## src/rtl/bcd_sseg_scanner.sv

```systemverilog
// Latches packed BCD from the binary-to-BCD converter and time-multiplexes it onto a
// 4-digit common-anode seven-segment display with leading-zero blanking and error flag.
module bcd_sseg_scanner #(
    parameter int unsigned REFRESH_DIV = 100000
) (
    input  logic        clk,
    input  logic        reset_n,
    input  logic [11:0] bcd,
    input  logic        bcd_valid,
    input  logic        blank_en,
    output logic [3:0]  an,
    output logic [6:0]  sseg,
    output logic        dp,
    output logic        err,
    output logic        frame_tick
);

    localparam int unsigned CNT_W = (REFRESH_DIV > 1) ? $clog2(REFRESH_DIV) : 1;
    localparam logic [CNT_W-1:0] CNT_MAX = CNT_W'(REFRESH_DIV - 1);

    typedef enum logic [1:0] {
        SLOT_ONES = 2'd0,
        SLOT_TENS = 2'd1,
        SLOT_HUND = 2'd2,
        SLOT_IDLE = 2'd3
    } slot_e;

    slot_e            slot_q, slot_d;
    logic [CNT_W-1:0] cnt_q;
    logic [11:0]      disp_q;
    logic [3:0]       an_d;
    logic [6:0]       sseg_d;
    logic             frame_tick_d;

    // Active-low {g,f,e,d,c,b,a}; non-decimal nibbles show a dash.
    function automatic logic [6:0] seg_decode(input logic [3:0] d);
        case (d)
            4'd0:    seg_decode = 7'b1000000;
            4'd1:    seg_decode = 7'b1111001;
            4'd2:    seg_decode = 7'b0100100;
            4'd3:    seg_decode = 7'b0110000;
            4'd4:    seg_decode = 7'b0011001;
            4'd5:    seg_decode = 7'b0010010;
            4'd6:    seg_decode = 7'b0000010;
            4'd7:    seg_decode = 7'b1111000;
            4'd8:    seg_decode = 7'b0000000;
            4'd9:    seg_decode = 7'b0010000;
            default: seg_decode = 7'b0111111;
        endcase
    endfunction

    // Capture register and invalid-digit flag.
    always_ff @(posedge clk or negedge reset_n) begin
        if (!reset_n) begin
            disp_q <= 12'h000;
            err    <= 1'b0;
        end else if (bcd_valid) begin
            disp_q <= bcd;
            err    <= (bcd[11:8] > 4'd9) || (bcd[7:4] > 4'd9) || (bcd[3:0] > 4'd9);
        end
    end

    // Refresh divider.
    always_ff @(posedge clk or negedge reset_n) begin
        if (!reset_n)              cnt_q <= '0;
        else if (cnt_q == CNT_MAX) cnt_q <= '0;
        else                       cnt_q <= cnt_q + CNT_W'(1);
    end

    // Scan state register and registered outputs.
    always_ff @(posedge clk or negedge reset_n) begin
        if (!reset_n) begin
            slot_q     <= SLOT_ONES;
            an         <= 4'b1111;
            sseg       <= 7'b1111111;
            frame_tick <= 1'b0;
        end else begin
            slot_q     <= slot_d;
            an         <= an_d;
            sseg       <= sseg_d;
            frame_tick <= frame_tick_d;
        end
    end

    // Next slot and display drive from the current slot and latched value.
    always_comb begin
        logic [3:0] digit;
        logic [3:0] an_sel;
        logic       lit;
        slot_d       = slot_q;
        an_d         = 4'b1111;
        sseg_d       = 7'b1111111;
        frame_tick_d = 1'b0;
        digit        = 4'd0;
        an_sel       = 4'b1111;
        lit          = 1'b0;

        if (cnt_q == CNT_MAX) begin
            case (slot_q)
                SLOT_ONES: slot_d = SLOT_TENS;
                SLOT_TENS: slot_d = SLOT_HUND;
                SLOT_HUND: slot_d = SLOT_IDLE;
                default: begin
                    slot_d       = SLOT_ONES;
                    frame_tick_d = 1'b1;
                end
            endcase
        end

        // Blanking only ever hits zero nibbles, so invalid digits stay visible.
        case (slot_q)
            SLOT_ONES: begin
                digit  = disp_q[3:0];
                an_sel = 4'b1110;
                lit    = 1'b1;
            end
            SLOT_TENS: begin
                digit  = disp_q[7:4];
                an_sel = 4'b1101;
                lit    = !(blank_en && (disp_q[11:8] == 4'd0) && (disp_q[7:4] == 4'd0));
            end
            SLOT_HUND: begin
                digit  = disp_q[11:8];
                an_sel = 4'b1011;
                lit    = !(blank_en && (disp_q[11:8] == 4'd0));
            end
            default: ;
        endcase

        if (lit) begin
            an_d   = an_sel;
            sseg_d = seg_decode(digit);
        end
    end

    assign dp = 1'b1;

endmodule

```

## config.mk

```make
export PLATFORM = sky130hd
export DESIGN_NAME = bcd_sseg_scanner
export DESIGN_NICKNAME = d
export VERILOG_FILES = /design/src/rtl/bcd_sseg_scanner.sv
export SDC_FILE = /design/constraint.sdc
export NUM_CORES = 1
export LEC_CHECK = 0
export ABC_AREA = 1
export CAP_MARGIN = 30
export CORE_UTILIZATION = 59
export CTS_CLUSTER_SIZE = 20
export DETAILED_ROUTE_END_ITERATION = 7
export PLACE_DENSITY_LB_ADDON = 0.15
export REMOVE_ABC_BUFFERS = 1
export SETUP_SLACK_MARGIN = 0.1
export SLEW_MARGIN = 20
export SYNTH_ARGS = -nofsm -noshare
export SYNTH_HDL_FRONTEND = slang
export SYNTH_SLANG_ARGS = --single-unit
```

## constraint.sdc

```tcl
create_clock -name clk -period 5.4 [get_ports clk]
set_clock_uncertainty 0.15 [all_clocks]
set_input_delay 0.81 -clock clk [delete_from_list [all_inputs] [get_ports clk]]
set_output_delay 0.81 -clock clk [all_outputs]
set_load 0.005 [all_outputs]
```

Word level (Yosys, flattened, before mapping)
Memories as Yosys holds them, arrays and structs flattened.
Cells that the tools add are included.
{"block": "word_totals", "reg_bits": 44, "rom_bits": 112, "input_bits": 16, "output_inout_bits": 14, "elab_cells": 34, "mem_count": 1}
{"block": "classes", "add_sub_neg": 1, "magnitude_cmp": 3, "n_eq_ne": 3, "mux": 9, "reduce_logical": 10}
{"name": "(name not given)", "words": 16, "width": 7, "rd": 1, "rd_clocked_by_memory_dff": 0, "write_ports": 0, "line": "37", "text": "case (d)"}
{"op": "17-bit by 1-bit adder with 17-bit output (second input constant)", "n": 1}
{"op": "17-bit == test (second input constant)", "n": 1}
{"op": "17-bit 2-to-1 mux", "n": 1}
{"op": "4-bit > comparator (second input constant)", "n": 3}
{"op": "4-bit one-hot mux with 3 select lines", "n": 1}
{"op": "3-bit one-hot mux with 3 select lines", "n": 1}
{"op": "4-bit zero test", "n": 2}
{"op": "7-bit 2-to-1 mux", "n": 1}
{"op": "2-bit one-hot mux with 3 select lines", "n": 1}
{"op": "4-bit 2-to-1 mux", "n": 1}
{"op": "1-bit one-hot mux with 3 select lines", "n": 1}
{"op": "3-bit OR reduction", "n": 1}
{"op": "2-bit by 1-bit == test with 1-bit output (second input constant)", "n": 1}
{"op": "2-bit == test (second input constant)", "n": 1}
{"op": "1-bit logical AND", "n": 2}
{"op": "1-bit zero test", "n": 2}
{"op": "2-bit zero test", "n": 1}
{"op": "1-bit logical OR", "n": 2}
{"op": "1-bit 2-to-1 mux", "n": 2}

Logic depth before layout (Yosys ltp)
{"block": "logic_depth", "word_depth": 6, "mapped_depth": 11, "depth_no_buf": 11}

Worst setup path after synthesis
No wires, ideal clock.
{"block": "synth_path", "kind": "reg-to-reg", "from": "reg slot_q[0]", "to": "reg sseg[3]", "setup_ns": 0.095, "arrival_ns": 1.606, "required_ns": 5.155, "path_slack_ns": 3.549, "path_stages_with_launch": 11, "n_path_buf": 0, "period_less_slack_ns": 1.851, "path_cell_list": "dfrtp_1 inv_1 ha_1 nand2_1 nand3_1 nand2_1 inv_1 ha_1 nand3b_1 nand3_1 nand3_1"}
{"block": "synth_between", "elab_chain_len": 4, "elab_cells_between_ends": 7, "cone_classes": "eq/ne (2); mux (3); reduce/logical (1); memory (1)"}
{"element": "start: declaration", "line": "28", "text": "slot_e slot_q, slot_d;"}
{"element": "start signal: assignment", "line": "78", "text": "slot_q <= slot_d;"}
{"element": "2-bit == test (tied with other cells)", "line": "111", "text": "case (slot_q)"}
{"element": "4-bit one-hot mux with 3 select lines", "line": "111"}
{"element": "memory 16 x 7 bit"}
{"element": "7-bit 2-to-1 mux *", "line": "130", "text": "if (lit) begin"}
{"element": "via sseg_d[3]", "line": "32", "text": "logic [6:0] sseg_d;"}
{"element": "end signal: assignment", "line": "80", "text": "sseg <= sseg_d;"}
{"element": "end: declaration", "line": "12", "text": "output logic [6:0] sseg,"}
Mark *: on every way through the listed nets, which the timed path passes. The rest lies on a longest branch.
A chain may end at the register's enable or synchronous reset.

Worst setup path after layout
{"block": "layout_path", "from": "reg an[1]", "to": "out an[1]"}
{"element": "start: declaration", "line": "11", "text": "output logic [3:0] an,"}
{"element": "start signal: assignment", "line": "79", "text": "an <= an_d;"}
No word-level cell between the ends.

==> flow_summary.ini <==
[placed_design]
placed_cell_area_um2 = 2580
place_ws_ns = 3.06
dp.final_hpwl_um = 3070
io_buffer_count = 27
place_congestion = 0.926

[sta]
rsz0062_at_grt = no
fin_crit_ns = 2.26
setup_violations = 0
fin_crit_sh_pct = 41.8
finalMaxSlewViolations = 0
hold_violations = 0
fmax_ghz = 0.443
setup_tns_ns = 0
fin_ws_ns = 3.14

[critical_path]
critPathMaxStageDelay_ns = 0.52
critical_path_required_ns = 4.44
r2r_slack_ns = 3.31
r2r_cells = 10
cp_max_fo = 1
worstSetupEndpointType = primary output
reg2reg_from = slot_q[1]$_DFFE_PN0N_
cp_top_family = flip-flops
path_cells = clkdlybuf4s50_1
criticalPathCategory = reg2out
critPathArrivalTime_ns = 1.30
start_kind = flop
r2r-end = sseg[3]$_DFF_PN1_
slowest_stage = dfstp_2
timing.critical_path.buf_inv = 1

[global_routing]
antenna_found_initial = 0
grt_overflow = 0
grtUsageTotal_pct = 23.6
grt_first_pass_wirelength_um = 7400
first_global_vias = 1689
grt_max_degree = 44

[clock_tree]
cts_buffer_depth = 2
cts_tree = yes
clkSinkCount = 43
htreeDepth = 2
cts_made_buffers = 5
clkTransAtPathRegs_ns = 0.08
clock-root-buffer = clkbuf_8
cts.hold.buffers_added = 0
cts_resized = 0
insertion_delay_ns = 0.29
post_cts_buffers = 0

[job]
maxCapViolCount = 0

[drt]
via_count = 1817
viasPerCell = 4.95
dr.pass1.iters = 4
detail_route.iter0.violations = 102
drc = 0
drt-wirelength-per-cell_um = 11.1
wirelength_um = 4070
ant_nets = 0

[logic_synthesis]
netlist-cell-type-count = 29
ys.flop_type = dfrtp_1
synthCells = 287
avgSynthCellArea_um2 = 7.95
ys_seq_area_share_pct = 47.7
syn_area_um2 = 2280
ys_seq_elements = 43
synth_edf_count = 0
yosys_warnings = 0
synthArstFlopShare_pct = 100

[die]
fp.dieArea_um2 = 4120
die_y_um = 64.2
io_pins = 30
dieWidth_um = 64.2
core_area_um2 = 3690
std_cell_rows = 22
start_util_pct = 61.9

[cells_and_area]
fill_cells = 299
regArea_um2 = 1090
final_cell_mix = 92 x nand2_1, 33 x inv_1, 33 x nor2_1, 33 x dfrtp_1, 26 x clkdlybuf4s50_1
diodes = 0
final_nets = 344
syn2layout_area_growth_pct = 18.5
mostFrequentLayoutCell = nand2_1
stdcell_area_um2 = 2700
drive_gt1_share_pct = 11.0
multi_input_area_um2 = 1030

[power]
p_per_area_nw_per_um2 = 240
p_leak_nw = 1.37
peakVddDrop_v = 0.000160
power_w = 0.000650

[status]
outcome = complete, no violations

[min_path]
hold_path.class = in2async
[flip-flops by register name, summed over array words and instances, names as in the netlist]
name / count
cnt_q: 17
disp_q: 12
sseg: 7
an: 3
slot_q: 2
err: 1
frame_tick: 1
[synth_stat cells, types with 3 or more instances]
master | count | area, um^2
nand2_1 | 92 | 345
dfrtp_1 | 33 | 826
inv_1 | 33 | 124
nor2_1 | 33 | 124
nand3_1 | 25 | 125
dfstp_2 | 10 | 263
ha_1 | 10 | 125
o21ai_0 | 8 | 40.0
xor2_1 | 6 | 52.6
nand3b_1 | 4 | 30.0
nor2_4 | 4 | 45.0
a21oi_1 | 3 | 15.0
nand2_2 | 3 | 18.8
[worst max path at each step]
stage,from,depth (start not counted),end
6_report,an[1]$_DFF_PN1_,1,an[1]
4_1_cts,an[1]$_DFF_PN1_,1,an[1]
3_3_place_gp,bcd_valid,4,disp_q[5]$_DFFE_PN0P_
3_5_place_dp,bcd_valid,4,disp_q[9]$_DFFE_PN0P_
5_1_grt,slot_q[1]$_DFFE_PN0N_,10,sseg[3]$_DFF_PN1_
2_1_floorplan,slot_q[0]$_DFFE_PN0N_,10,sseg[3]$_DFF_PN1_
[cell families after synthesis]
| group | count (synthesis) | share of synthesized area, % |
|---|---|---|
| AOI/OAI and AO/OA | 16 | 3.95 |
| xor gates and xnor gates | 6 | 2.30 |
| adders and majority gates | 10 | 5.48 |
| buffers and inverters | 41 | 7.35 |
| DFF | 43 | 47.7 |
| other | 1 | 0.164 |
| and+or+nand+nor | 170 | 33.1 |
[metrics by stage]
stage               util, %  hold slack, ns  cells
floorplan                 -           0.278    283
global placement       70.0           0.300    358
detailed placement     70.0           0.316    358
CTS                    72.8           0.336    366
global route           73.3           0.247    367
finish                 73.3           0.226    367
[cell type report]
| class | instances | share of cell area, % |
|---|---|---|
| Timing Repair Buffer | 28 | 10.6 |
| Clock buffer | 8 | 3.70 |
| Multi-Input combinational cell | 204 | 38.1 |
| Inverter | 36 | 5.18 |
| Tap cell | 48 | 2.22 |
| Sequential cell | 43 | 40.3 |
[per-layer routing]
metal	GRT usage [%]	wire, um
met2	34.8	1830
met3	5.89	226
met5	0	0
met1	33.6	2000
met4	9.17	17
[power by group]
| group | switching [W] | internal, W | leakage, nW | total [W] |
|---|---|---|---|---|
| Sequential | 0.00000772 | 0.000344 | 0.526 | 0.000352 |
| Clock | 0.000103 | 0.000117 | 0.0515 | 0.000219 |
| Combinational | 0.0000379 | 0.0000410 | 0.795 | 0.0000789 |
| Total | 0.000148 | 0.000502 | 1.37 | 0.000650 |
No activity file was read; power rests on OpenSTA's default activity.
